[src/rtl/axi_arb_pkg.sv]
// Shared types and default widths for the AXI-Lite request arbiter.
package axi_arb_pkg;

  typedef enum logic [2:0] {
    IDLE     = 3'd0,
    RD_WAIT  = 3'd1,
    WR_ISSUE = 3'd2,
    WR_WAIT  = 3'd3,
    RESP     = 3'd4
  } arb_state_e;

  localparam int DEF_ADDR_W = 32;
  localparam int DEF_DATA_W = 32;

endpackage

[src/rtl/axi_rr_pick.sv]
// Combinational round-robin picker: first set request at or after ptr, wrapping.
module axi_rr_pick #(
  parameter int N     = 2,
  parameter int IDX_W = (N > 1) ? $clog2(N) : 1
) (
  input  logic [N-1:0]     req,
  input  logic [IDX_W-1:0] ptr,
  output logic [N-1:0]     gnt,
  output logic [IDX_W-1:0] idx,
  output logic             any
);

  always_comb begin
    int j;
    j   = 0;
    gnt = '0;
    idx = '0;
    any = 1'b0;
    for (int k = 0; k < N; k++) begin
      j = int'(ptr) + k;
      if (j >= N) j = j - N;
      if (!any && req[j]) begin
        any    = 1'b1;
        gnt[j] = 1'b1;
        idx    = IDX_W'(j);
      end
    end
  end

endmodule

[src/rtl/axi_req_arbiter.sv]
// Round-robin sharing of one AXI-Lite master FSM between N_REQ requesters.
// Optional statistics counters are enabled with `define AXI_ARB_STATS_EN.
module axi_req_arbiter
  import axi_arb_pkg::*;
#(
  parameter int N_REQ    = 2,
  parameter int ADDR_W   = DEF_ADDR_W,
  parameter int DATA_W   = DEF_DATA_W,
  parameter int WR_RETRY = 3
) (
  input  logic                       clk,
  input  logic                       rst_n,
  input  logic [N_REQ-1:0]           req_valid,
  input  logic [N_REQ-1:0]           req_we,
  input  logic [N_REQ*ADDR_W-1:0]    req_addr,
  input  logic [N_REQ*DATA_W-1:0]    req_wdata,
  input  logic [N_REQ*DATA_W/8-1:0]  req_wstrb,
  output logic [N_REQ-1:0]           resp_valid,
  output logic [N_REQ-1:0]           resp_err,
  output logic [DATA_W-1:0]          resp_rdata,
  output logic                       fsm_re,
  output logic                       fsm_we,
  input  logic                       fsm_r_success,
  input  logic                       fsm_r_timeout,
  input  logic                       fsm_w_success,
  input  logic                       fsm_w_busy,
  output logic [ADDR_W-1:0]          m_addr,
  output logic [DATA_W-1:0]          m_wdata,
  output logic [DATA_W/8-1:0]        m_wstrb,
  input  logic [DATA_W-1:0]          m_rdata
`ifdef AXI_ARB_STATS_EN
  ,
  output logic [31:0]                stat_rd_cnt,
  output logic [31:0]                stat_wr_cnt,
  output logic [31:0]                stat_err_cnt,
  output logic [15:0]                stat_retry_cnt
`endif
);

  localparam int STRB_W = DATA_W / 8;
  localparam int IDX_W  = (N_REQ > 1) ? $clog2(N_REQ) : 1;
  localparam int RTY_W  = (WR_RETRY > 0) ? $clog2(WR_RETRY + 1) : 1;
  localparam logic [RTY_W-1:0] RTY_MAX  = RTY_W'(WR_RETRY);
  localparam logic [IDX_W-1:0] IDX_LAST = IDX_W'(N_REQ - 1);

  arb_state_e       state, state_d;
  logic [IDX_W-1:0] ptr, winner, pick_idx;
  logic [N_REQ-1:0] pick_gnt;
  logic             pick_any;
  logic             winner_we;
  logic [RTY_W-1:0] retry_cnt;
  logic             err, err_d;
  logic             tout_q, tout_rise;
  logic             take, rd_cap, rty_inc, done;

  axi_rr_pick #(.N(N_REQ), .IDX_W(IDX_W)) u_pick (
    .req (req_valid),
    .ptr (ptr),
    .gnt (pick_gnt),
    .idx (pick_idx),
    .any (pick_any)
  );

  // Only the first cycle of a timeout level counts; the master stays idle that cycle.
  assign tout_rise = fsm_r_timeout && !tout_q;

  always_comb begin
    state_d    = state;
    err_d      = err;
    take       = 1'b0;
    rd_cap     = 1'b0;
    rty_inc    = 1'b0;
    done       = 1'b0;
    fsm_re     = 1'b0;
    fsm_we     = 1'b0;
    resp_valid = '0;
    resp_err   = '0;
    case (state)
      IDLE: begin
        if (pick_any) begin
          take    = 1'b1;
          state_d = req_we[pick_idx] ? WR_ISSUE : RD_WAIT;
        end
      end
      RD_WAIT: begin
        fsm_re = !tout_rise;
        if (fsm_r_success) begin
          rd_cap  = 1'b1;
          err_d   = 1'b0;
          state_d = RESP;
        end else if (tout_rise) begin
          err_d   = 1'b1;
          state_d = RESP;
        end
      end
      WR_ISSUE: begin
        fsm_we  = 1'b1;
        state_d = WR_WAIT;
      end
      WR_WAIT: begin
        if (fsm_w_success) begin
          err_d   = 1'b0;
          state_d = RESP;
        end else if (!fsm_w_busy) begin
          // Channel went idle without success: the B response was an error.
          if (retry_cnt < RTY_MAX) begin
            rty_inc = 1'b1;
            state_d = WR_ISSUE;
          end else begin
            err_d   = 1'b1;
            state_d = RESP;
          end
        end
      end
      RESP: begin
        resp_valid[winner] = 1'b1;
        resp_err[winner]   = err;
        done               = 1'b1;
        state_d            = IDLE;
      end
      default: state_d = IDLE;
    endcase
  end

  always_ff @(posedge clk or negedge rst_n) begin
    if (!rst_n) state <= IDLE;
    else        state <= state_d;
  end

  always_ff @(posedge clk or negedge rst_n) begin
    if (!rst_n) begin
      ptr       <= '0;
      winner    <= '0;
      winner_we <= 1'b0;
      retry_cnt <= '0;
      err       <= 1'b0;
      tout_q    <= 1'b0;
    end else begin
      tout_q <= fsm_r_timeout;
      err    <= err_d;
      if (take) begin
        winner    <= pick_idx;
        winner_we <= req_we[pick_idx];
      end
      if (rty_inc) retry_cnt <= retry_cnt + RTY_W'(1);
      if (done) begin
        retry_cnt <= '0;
        ptr       <= (winner == IDX_LAST) ? '0 : winner + IDX_W'(1);
      end
    end
  end

  always_ff @(posedge clk or negedge rst_n) begin
    if (!rst_n) begin
      m_addr     <= '0;
      m_wdata    <= '0;
      m_wstrb    <= '0;
      resp_rdata <= '0;
    end else begin
      if (take) begin
        m_addr  <= req_addr[pick_idx*ADDR_W +: ADDR_W];
        m_wdata <= req_wdata[pick_idx*DATA_W +: DATA_W];
        m_wstrb <= req_wstrb[pick_idx*STRB_W +: STRB_W];
      end
      if (rd_cap) resp_rdata <= m_rdata;
    end
  end

`ifdef AXI_ARB_STATS_EN
  function automatic logic [31:0] sat_inc32(input logic [31:0] v);
    return (&v) ? v : v + 32'd1;
  endfunction

  function automatic logic [15:0] sat_inc16(input logic [15:0] v);
    return (&v) ? v : v + 16'd1;
  endfunction

  always_ff @(posedge clk or negedge rst_n) begin
    if (!rst_n) begin
      stat_rd_cnt    <= '0;
      stat_wr_cnt    <= '0;
      stat_err_cnt   <= '0;
      stat_retry_cnt <= '0;
    end else begin
      if (done) begin
        if (err)            stat_err_cnt <= sat_inc32(stat_err_cnt);
        else if (winner_we) stat_wr_cnt  <= sat_inc32(stat_wr_cnt);
        else                stat_rd_cnt  <= sat_inc32(stat_rd_cnt);
      end
      if (rty_inc) stat_retry_cnt <= sat_inc16(stat_retry_cnt);
    end
  end
`endif

endmodule

[config.mk]
export PLATFORM = sky130hd
export DESIGN_NAME = axi_req_arbiter
export DESIGN_NICKNAME = d
export VERILOG_FILES = /design/src/rtl/axi_arb_pkg.sv /design/src/rtl/axi_rr_pick.sv /design/src/rtl/axi_req_arbiter.sv
export SDC_FILE = /design/constraint.sdc
export NUM_CORES = 1
export LEC_CHECK = 0
export ABC_CLOCK_PERIOD_IN_PS = 2000
export CORE_MARGIN = 3
export CORE_UTILIZATION = 34
export CTS_CLUSTER_DIAMETER = 150
export DETAILED_ROUTE_END_ITERATION = 10
export GPL_TIMING_DRIVEN = 1
export HOLD_SLACK_MARGIN = 0.03
export PLACE_DENSITY = 0.77
export SYNTH_ARGS = -nofsm -noshare
export SYNTH_HDL_FRONTEND = slang
export SYNTH_SLANG_ARGS = --single-unit
[constraint.sdc]
create_clock -name clk -period 2 [get_ports clk]
set_clock_uncertainty 0.2 [all_clocks]
set_input_delay 0.2 -clock clk [delete_from_list [all_inputs] [get_ports clk]]
set_output_delay 0.2 -clock clk [all_outputs]
set_load 0.1 [all_outputs]
======== After elaboration in Yosys (flattened, before gate mapping) ========
Index checks and enable logic that the tools add are counted.
storage, ports and cells
  flip-flop bits (word level) ............. 109
  bits in latches ......................... 0
  RAM bits ................................ 0
  memory bits (read-only) ................. 0
  input bits .............................. 178
  output and inout port bits .............. 106
  memories kept ........................... 0
operators by class
  $add $sub $neg .......................... 5
  multiply operators ...................... 0
  divide/modulo/power cells ............... 0
  order comparisons ....................... 8
  equality and inequality tests ........... 8
  shift operators ......................... 3
  multiplexer cells ....................... 46
  bitwise gates (word level) .............. 1
  reductions and logical operators ........ 11
operators by type and width
  kind                                                                            number
  64-bit by 7-bit indexed part select with 32-bit output                          2
  32-bit by 3-bit less-than comparator with 1-bit output (second input constant)  2
  32-bit 2-to-1 mux                                                               2
  32-bit by 3-bit >= comparator with 1-bit output (second input constant)         1
  32-bit by 3-bit subtractor with 32-bit output (second input constant)           1
  1-bit 2-to-1 mux                                                                30
  3-bit 2-to-1 mux                                                                6
  3-bit one-hot mux with 4 select lines                                           1
  2-bit 2-to-1 mux                                                                5
  3-bit != test (second input constant)                                           3
  8-bit by 4-bit indexed part select with 4-bit output                            1
  3-bit by 2-bit == test with 1-bit output (second input constant)                2
  1-bit by 2-bit less-than comparator with 1-bit output (second input constant)   2
  4-bit AND reduction                                                             1
  2-bit nonzero test                                                              2
  3-bit by 1-bit == test with 1-bit output (second input constant)                1
  3-bit == test (second input constant)                                           1
  1-bit logical AND                                                               3
  1-bit zero test                                                                 3
  3-bit zero test                                                                 1
  3-bit AND reduction                                                             1
  1-bit by 2-bit subtractor with 3-bit output (second input constant)             1
  1-bit by 1-bit adder with 2-bit output (second input constant)                  1
  2-bit by 1-bit adder with 2-bit output (second input constant)                  1
  8 further kinds                                                                 8

======== Longest topological paths before layout ========
  depth after elaboration ................. 14
  depth in mapped cells ................... 8

======== Modules after synthesis ========
From an unflattened synthesis, not the netlist that was laid out.
unflattened totals
  cell total of the unflattened synthesis .. 419
  area total of the unflattened synthesis .. 4,864.7 µm²
by module, submodules not included
  module           instances  cells each  area an instance (µm²)  sequential area each (µm²)
  axi_req_arbiter  1          414         4,832.1                 2,727.6
  axi_rr_pick      1          5           32.5                    0.0

======== Least setup slack after synthesis ========
OpenSTA, ideal clock, no wires.
  kind .................................... register to output
  start ................................... register state[0]
  end ..................................... output resp_err[0]
  arrival time ............................ 2.886 ns
  data required time ...................... 1.600 ns
  path slack .............................. -1.286 ns
  stages on the path, launching flop included .. 6
  path buffers ............................ 1
  cell sequence ........................... dfrtp_1 buf_4 nor2_1 nand2_1 nor2_1 and2_1
on the way
  word-level cells in the longest chain between the ends .. 2
RTL lines
  element                   line                    source
  start: declaration        axi_req_arbiter.sv:46   arb_state_e state, state_d;
  start signal: assignment  axi_req_arbiter.sv:127  else state <= state_d;
  3-bit == test             axi_req_arbiter.sv:78   case (state)
  2-bit 2-to-1 mux          axi_req_arbiter.sv:78
  end: declaration          axi_req_arbiter.sv:19   output logic [N_REQ-1:0] resp_err,
No other way between the ends.

======== Final worst setup path ========
  start ................................... register state[1]
  end ..................................... output resp_err[1]
Same word-level chain as after synthesis.

==> run metrics <==
routability congestion estimate 0.883; biggest cell delay along the critical path 0.38 ns; critical path required time approximately 1.6 ns; largest driver fanout on the critical path 7; clock tree root buffer cell sky130_fd_sc_hd__clkbuf_16; max-slew violation count 0; via count of the first global-routing pass 4493; Final Net Count 882; Area contributors post-synth sky130_fd_sc_hd__dfrtp_1 (57%), sky130_fd_sc_hd__mux2i_1 (15%), sky130_fd_sc_hd__mux2_2 (7.5%); minimum clock period between 1.5 and 2 ns; initial antenna violation count 0; CTS buffer count 9; number of buffers inserted by port buffering roughly 280; die span in x 125 µm; source-to-sink clock delay at the later pin of the worst-skew pair 0.33 ns; total number of vias between 4k and 5k; worst hold slack across all endpoints approximately 0.16 ns; Routed Antenna Nets 0; pin count of the biggest net entering global routing 73; critical path depth in cells 5; die area roughly 16000 µm²; layout cells sized above 1 about 26%; worst reg2reg path depth 4; routed length per placed instance approximately 16 µm; series of cell instances along the critical path buf_4 -> nor2_4 -> and3_2 -> and2_4 -> buf_12; Worst Hold Class in -> reg; crit path kind reg -> out; post-synthesis instance area 4820 µm²; Overall Global Routing Usage 17.9%; final wirelength between 10000 and 15000 µm; Max Clock Freq 515 MHz; die height 125 µm; post-CTS clock slew at the launch and capture registers of the worst setup and hold paths 0.07 ns; Worst setup SP type register; residual overflow from global routing 0; TritonCTS clock tree yes; num ports 284; family with the most delay on the worst path simple AND/OR/NAND/NOR gates; Maximum Capacitance Violations 0; number of hold violations in the final report 0; mean post-synth cell area 11.5 µm²; status finished clean; buffer depth of the longest clock path 2; worst endpoint data arrival time around 1.5 ns; sort of element at the end of the critical path output pin; RSZ-0062 raised after global routing yes; detailed-placement wirelength estimate 11300 µm; initial detailed-routing violation count 192; global-route wire length before repair 23000 µm; share of synthesized area occupied by flip-flops and latches 56.6%; relative slew slack 64.5%; cell with the largest stage delay on the worst path sky130_fd_sc_hd__dfrtp_1; area taken by multi-input logic gates 1990 µm²; Syn Inst Count 420; post-DR vias/cell 4.68; critical path buffer and inverter count 2; area of the placeable core 13600 µm²; number of failing setup endpoints in the final timing report 0; Net Count, Synth about 600; ANT cells 0; DRT Pass-1 Iters 4; fraction of synthesized cell area taken by the top area cell type 56.6%; Netlist cell types 29; FF+latch count, synth 109; layout overhead on the synthesized area 68.0%; Period Utilization, post-route a little over nine tenths; initial cell density of the core roughly 36%; count of standard-cell rows 42; Synth Warn # 0; Residual DRC 0; register cell area after layout around 2700 µm²; number of clock sinks 109; actual slew at the worst max-slew pin between 0.5 and 0.6 ns; largest area contributor in the synthesized netlist sky130_fd_sc_hd__dfrtp_1; Worst Hold Path Cells 1; filler cell count in the final layout 1102; depth of the CTS H-tree 3
==> final timing paths <==
kind                                              start                         end  slack, ns
min in group asynchronous                         rst_n  resp_rdata[18]$_DFFE_PN0P_       0.23
worst max-delay path               state[1]$_DFFE_PN0P_                 resp_err[1]       0.06
worst max register to register     state[0]$_DFFE_PN0P_  resp_rdata[21]$_DFFE_PN0P_       0.08
worst min-delay path                      fsm_r_timeout            tout_q$_DFF_PN0_       0.16
max in group asynchronous                         rst_n      m_addr[16]$_DFFE_PN0P_       0.89
worst min register to register  m_wdata[21]$_DFFE_PN0P_     m_wdata[21]$_DFFE_PN0P_       0.29
==> state kept, by name, indices dropped and copies added (netlist names) <==
register and flops:
err 1, ptr 1, m_addr 32, tout_q 1, retry_cnt 2, m_wdata 32
resp_rdata 32, m_wstrb 4, winner 1, state 3
==> cells by family after synthesis <==
kind of cell	synth area share [%]
adders and majority gates	0.260
and+or+nand+nor	8.16
buffers and inverters	3.17
muxes	22.6
DFF	56.6
AOI/OAI and AO/OA	9.22
==> cell type report <==
class	count	share of cell area, %
sequential	109	33.7
clock inverter	4	0.588
multi-input combinational	279	24.6
tap	176	2.72
clock buffer	12	3.05
inverter	4	0.186
timing repair buffer	300	35.2
==> layout by cell type, fill, tap and decap left out, types with 3 or more instances in the layout <==
cell type                         Yosys  final
sky130_fd_sc_hd__inv_1                4      4
sky130_fd_sc_hd__dfrtp_1            109    108
sky130_fd_sc_hd__mux2i_1             71     71
sky130_fd_sc_hd__nand2b_1             3      3
sky130_fd_sc_hd__a21oi_1              4      4
sky130_fd_sc_hd__nor2_4               0      3
sky130_fd_sc_hd__clkdlybuf4s50_1      0    176
sky130_fd_sc_hd__nand2_1             70     70
sky130_fd_sc_hd__buf_12               0     12
sky130_fd_sc_hd__nor2_1              10      6
sky130_fd_sc_hd__o21ai_0             66     65
sky130_fd_sc_hd__buf_4                5    111
sky130_fd_sc_hd__clkbuf_16            0      9
sky130_fd_sc_hd__o21ai_1              4      3
sky130_fd_sc_hd__mux2_2              32     32
==> worst reg2reg max path: cells and delay by family (launching register included) <==
| kind | cells | cell delay [ns] |
|---|---|---|
| AND/OR/NAND/NOR | 2 | 0.58 |
| flip-flops | 1 | 0.43 |
| multiplexers | 1 | 0.38 |
| buffers and inverters | 1 | 0.21 |
==> Yosys cell counts <==
library cell and count:
sky130_fd_sc_hd__dfrtp_1 109, sky130_fd_sc_hd__mux2i_1 71, sky130_fd_sc_hd__nand2_1 70, sky130_fd_sc_hd__o21ai_0 66, sky130_fd_sc_hd__mux2_2 32, sky130_fd_sc_hd__clkbuf_1 12
sky130_fd_sc_hd__buf_2 11, sky130_fd_sc_hd__nor2_1 10, sky130_fd_sc_hd__buf_4 5, sky130_fd_sc_hd__a21oi_1 4, sky130_fd_sc_hd__inv_1 4, sky130_fd_sc_hd__o21ai_1 4
sky130_fd_sc_hd__nand2b_1 3, sky130_fd_sc_hd__and2_1 2, sky130_fd_sc_hd__nand3b_1 2, sky130_fd_sc_hd__nor3_1 2, sky130_fd_sc_hd__a2111oi_2 1, sky130_fd_sc_hd__a211o_1 1
sky130_fd_sc_hd__and3_1 1, sky130_fd_sc_hd__ha_1 1, sky130_fd_sc_hd__mux2_4 1, sky130_fd_sc_hd__nor2_2 1, sky130_fd_sc_hd__nor2b_1 1, sky130_fd_sc_hd__nor4_1 1
sky130_fd_sc_hd__o21a_1 1, sky130_fd_sc_hd__o22ai_1 1, sky130_fd_sc_hd__o32ai_4 1, sky130_fd_sc_hd__o41ai_1 1, sky130_fd_sc_hd__or3b_4 1
==> through the flow <==
step,cells,cell area [µm²],utilization [%],setup WS (ns),TNS [ns]
final,884,8090,59.7,0.0591,0
after global routing,884,8090,59.7,-0.0508,-0.109
after CTS,883,8080,59.6,0.00369,0
after detailed placement,866,7770,57.3,-0.0417,-0.0417
after global placement,866,7770,57.3,0.0298,0
after floorplan,420,4840,-,-0.209,-0.212
==> per-layer routing <==
metal	global-route usage [%]	up-vias	part of all wire, %
li1	-	2020	-
met1	22.0	1905	40
met2	30.8	194	50
met3	5.37	14	8.7
met4	5.04	0	1.4
met5	0	-	0
==> timing repair <==
action / 4_1_cts / 5_1_grt
setup endpoints to repair: 2 / 3
buffers inserted: 0 / 1
resized for setup: 1 / 2
hold endpoints to repair: 109 / 0
pin swaps: 0 / 1
hold buffers: 1 / 0
Power is not shown: default switching activity piles up to over one toggle a cycle in this logic, so the estimate is an artifact.
==> RTL change 1: new RTL, config.mk and constraints unchanged <==
Build with the macro `AXI_ARB_STATS_EN` defined.
--- a/src/rtl/axi_req_arbiter.sv
+++ b/src/rtl/axi_req_arbiter.sv
@@ -1,5 +1,7 @@
 // Round-robin sharing of one AXI-Lite master FSM between N_REQ requesters.
 // Optional statistics counters are enabled with `define AXI_ARB_STATS_EN.
+`define AXI_ARB_STATS_EN
+
 module axi_req_arbiter
   import axi_arb_pkg::*;
 #(
Check against the original RTL (old outputs only; new: stat_err_cnt, stat_rd_cnt, stat_retry_cnt and stat_wr_cnt): equivalent (equiv_simple and equiv_induct, registers matched by name and starting in step).
==> RTL change 1 against the unedited design <==
Count of clock-buffer cells in the layout up 25; largest cell class unchanged; global-route usage rose by 3.6 points; the flow now finishes with violations (setup timing); sequential cell count is 113 higher; final area up 140%; worst setup slack got worse by 0.37 ns; wire length grew to 2.7 times the old value; synthesized area rose by 110%.
==> RTL change 1: results <==
[grt]
track_usage = 0.215
grt_pass1_wl_mm = 57.1
antenna_found_initial = 5

[placed_design]
place_area_sq_mm = 0.0168
gp_congestion = 0.867
numPortBuffers = 395
dpl.hpwl_mm = 26.6

[synth]
synth_xor_area_frac = 0.0886
synthAdderAreaFrac = 0.00609
synthMuxAreaShare = 0.112
post_synth.cell_area_avg_sq_um = 11.0
synth_top_cells_by_count = dfrtp_1 (222), nor2_1 (109), a21oi_1 (70), mux2i_1 (70), xnor2_1 (61)
syn-num-nets = 1116
synth_compound_area_frac = 0.0500

[cts]
clock_sinks = 222
post_cts_buffers = 33
post_cts_resized = 102
htreeDepth = 1
numCtsBuffers = 25

[routing]
drt_iter0_markers = 501
routed_via_density = 5.06
drtPass1Iterations = 5

[critical_path]
arrival_ns = 2.55
crit_start = stat_err_cnt[21]$_DFFE_PN0P_
crit_fanout = 4

[run_status]
outcome = complete, but fails checks
violations = setup timing

[power]
fin_total_pwr_mw = 28.1

[sta]
finalSetupViolCount = 197
setup_slack_ns = -0.308

[cells_and_area]
drive_gt1_frac = 0.509

[hold_path]
hp-class = in -> async
[RTL change 1: changes by cell type after synthesis, sizes merged, moves of 43 or more]
| cell | change |
|---|---|
| nor2 | +99 |
| a21oi | +66 |
| o21ai | -67 |
| dfrtp | +113 |
| xnor2 | +61 |
| nand4 | +49 |
| xor2 | +43 |
[RTL change 1: critical path, cell delays in order, from the launching register on]
cell and delay [ns]:
dfrtp_4 0.41, nand4_1 0.20, or4_4 0.56, buf_6 0.14, or4_4 0.47, nand4_1 0.13
xnor2_1 0.11
[RTL change 1: final cells by class]
cell class,instances,area (sq um)
inverter,12,45.0
antenna,1,2.50
timing repair buffer,649,6490
multi-input combinational,660,5710
fill,2063,10300
tap,390,488
sequential,222,5890
clock inverter,6,58.8
clock buffer,37,751
[RTL change 1: metal layers]
layer,track usage,vias up,part of all wire
met5,0,-,0.0011
li1,-,4574,-
met1,0.262,4979,0.39
met4,0.0430,6,0.022
met2,0.392,382,0.52
met3,0.0471,67,0.063
==> RTL change 2: new RTL, same flow settings <==
Without the edit above. Encoding of `arb_state_e`: now one-hot (5 bits for 5 states).
--- a/src/rtl/axi_arb_pkg.sv
+++ b/src/rtl/axi_arb_pkg.sv
@@ -1,12 +1,12 @@
 // Shared types and default widths for the AXI-Lite request arbiter.
 package axi_arb_pkg;
 
-  typedef enum logic [2:0] {
-    IDLE     = 3'd0,
-    RD_WAIT  = 3'd1,
-    WR_ISSUE = 3'd2,
-    WR_WAIT  = 3'd3,
-    RESP     = 3'd4
+  typedef enum logic [4:0] {
+    IDLE     = 5'b00001,
+    RD_WAIT  = 5'b00010,
+    WR_ISSUE = 5'b00100,
+    WR_WAIT  = 5'b01000,
+    RESP     = 5'b10000
   } arb_state_e;
 
   localparam int DEF_ADDR_W = 32;
Check against the original RTL: same outputs for any inputs over 4 cycles, from zero or initial values and one cycle with rst_n low; so few cycles prove little.
==> RTL change 2 against the unedited design <==
The flow now finishes with violations (setup timing); critical path type unchanged; worst setup slack lost 0.14 ns; non-clock buffer count increased by 21; final area rose by 5.5%; synthesized area increased by 1.2%; first-iteration DRC count decreased by 2.6%; global-route usage rose by 0.67 points; die area increased by 1.2%; sequential cell count increased by 2; wire length grew 7.1%.
Power is not shown: default switching activity piles up to over one toggle a cycle in this logic, so the estimate is an artifact.
==> RTL change 2: results <==
[synth]
yosysTopAreaCell = dfrtp_1
synth_area_leaders = dfrtp_1 (56%), mux2i_1 (14%), mux2_2 (7.4%)
synth_top_cells_by_count = dfrtp_1 (110), nor2_1 (77), a21oi_1 (69), mux2i_1 (69), mux2_2 (32)
netlist_instances = 426
syn-num-nets = 605
synth_cell_types = 34
seq_area_frac_synth = 0.570
async_flop_share = 1.00

[sta]
relSlewSlack = 0.736
holdWs_ns = 0.120
finalSetupViolCount = 49
finalSetupTns_ns = -0.724
setup_slack_ns = -0.0794

[grt]
track_usage = 0.186
grt_pass1_vias = 4652
grt_pass1_wl_mm = 23.8
grt_max_degree = 58
antenna_found_initial = 0

[cts]
clock_latency_ns = 0.34
post_cts_resized = 20
post_cts_buffers = 7

[placed_design]
pre_cts_slack_ns = -0.0399
gp_congestion = 0.832
dpl.hpwl_mm = 11.5
placed_cells = 889
place_area_sq_mm = 0.00794

[critical_path]
reg2reg_depth = 7
regToRegStartpoint = state[4]$_DFFE_PN0P_
r2r_end = m_wdata[13]$_DFFE_PN0P_
crit_fanout = 4
arrival_ns = 1.68

[routing]
met2_length_mm = 7.92
routed_via_density = 4.80
wl_met1_mm = 5.81
dr_wl_met3_mm = 1.02
drt_iter0_markers = 187
drt-wirelength-per-cell_um = 16.4

[cells_and_area]
reg.largest.list = m_addr: 32 flops, m_wdata: 32 flops, resp_rdata: 32 flops
fin_cells = 917
final_nets = 911
drive_gt1_frac = 0.290

[run_status]
violations = setup timing
outcome = complete, but fails checks
## RTL change 2: cell types whose count changed in the layout (fill, tap and decap cells not counted), moves of 5 or more
cell / unedited run / this run
nand2_1: 70 / 3
o21ai_0: 65 / 2
buf_4: 111 / 116
nor2_1: 6 / 76
a21oi_1: 4 / 66
buf_6: 0 / 9
## RTL change 2: how the worst max path moves through the flow
stage	to	depth (start not counted)
final	fsm_re	4
after global routing	fsm_re	4
after CTS	fsm_re	4
after detailed placement	m_wstrb[1]$_DFFE_PN0P_	7
after global placement	m_addr[14]$_DFFE_PN0P_	7
after floorplan	fsm_re	2
## RTL change 2: cells by family after synthesis
logic type               Yosys count  share of synthesized area
XOR/XNOR                           1                    0.00180
flip-flops                       111                      0.570
AO/OA/AOI/OAI                     77                     0.0837
adder cells (fa/ha/maj)            1                    0.00257
multiplexers                     101                      0.216
AND/OR/NAND/NOR                  108                      0.100
buffers and inverters             27                     0.0264
## RTL change 2: area by class of cell
| class | instances | area (sq um) |
|---|---|---|
| fill | 1123 | 5400 |
| timing repair buffer | 321 | 3140 |
| sequential | 111 | 2780 |
| multi-input combinational | 288 | 2070 |
| clock buffer | 12 | 267 |
| tap | 180 | 225 |
| clock inverter | 4 | 52.6 |
| inverter | 1 | 3.75 |
## RTL change 2: layer usage
metal / GRT usage / vias up
met4: 0.0650 / 0
li1: - / 2092
met2: 0.343 / 189
met5: 0 / -
met1: 0.209 / 2094
met3: 0.0462 / 25
## RTL change 2: critical path: stages (launching register included)
cell and delay (ns):
dfrtp_1 0.39, or3_4 0.42, buf_6 0.14, nor3_4 0.18
buf_12 0.20
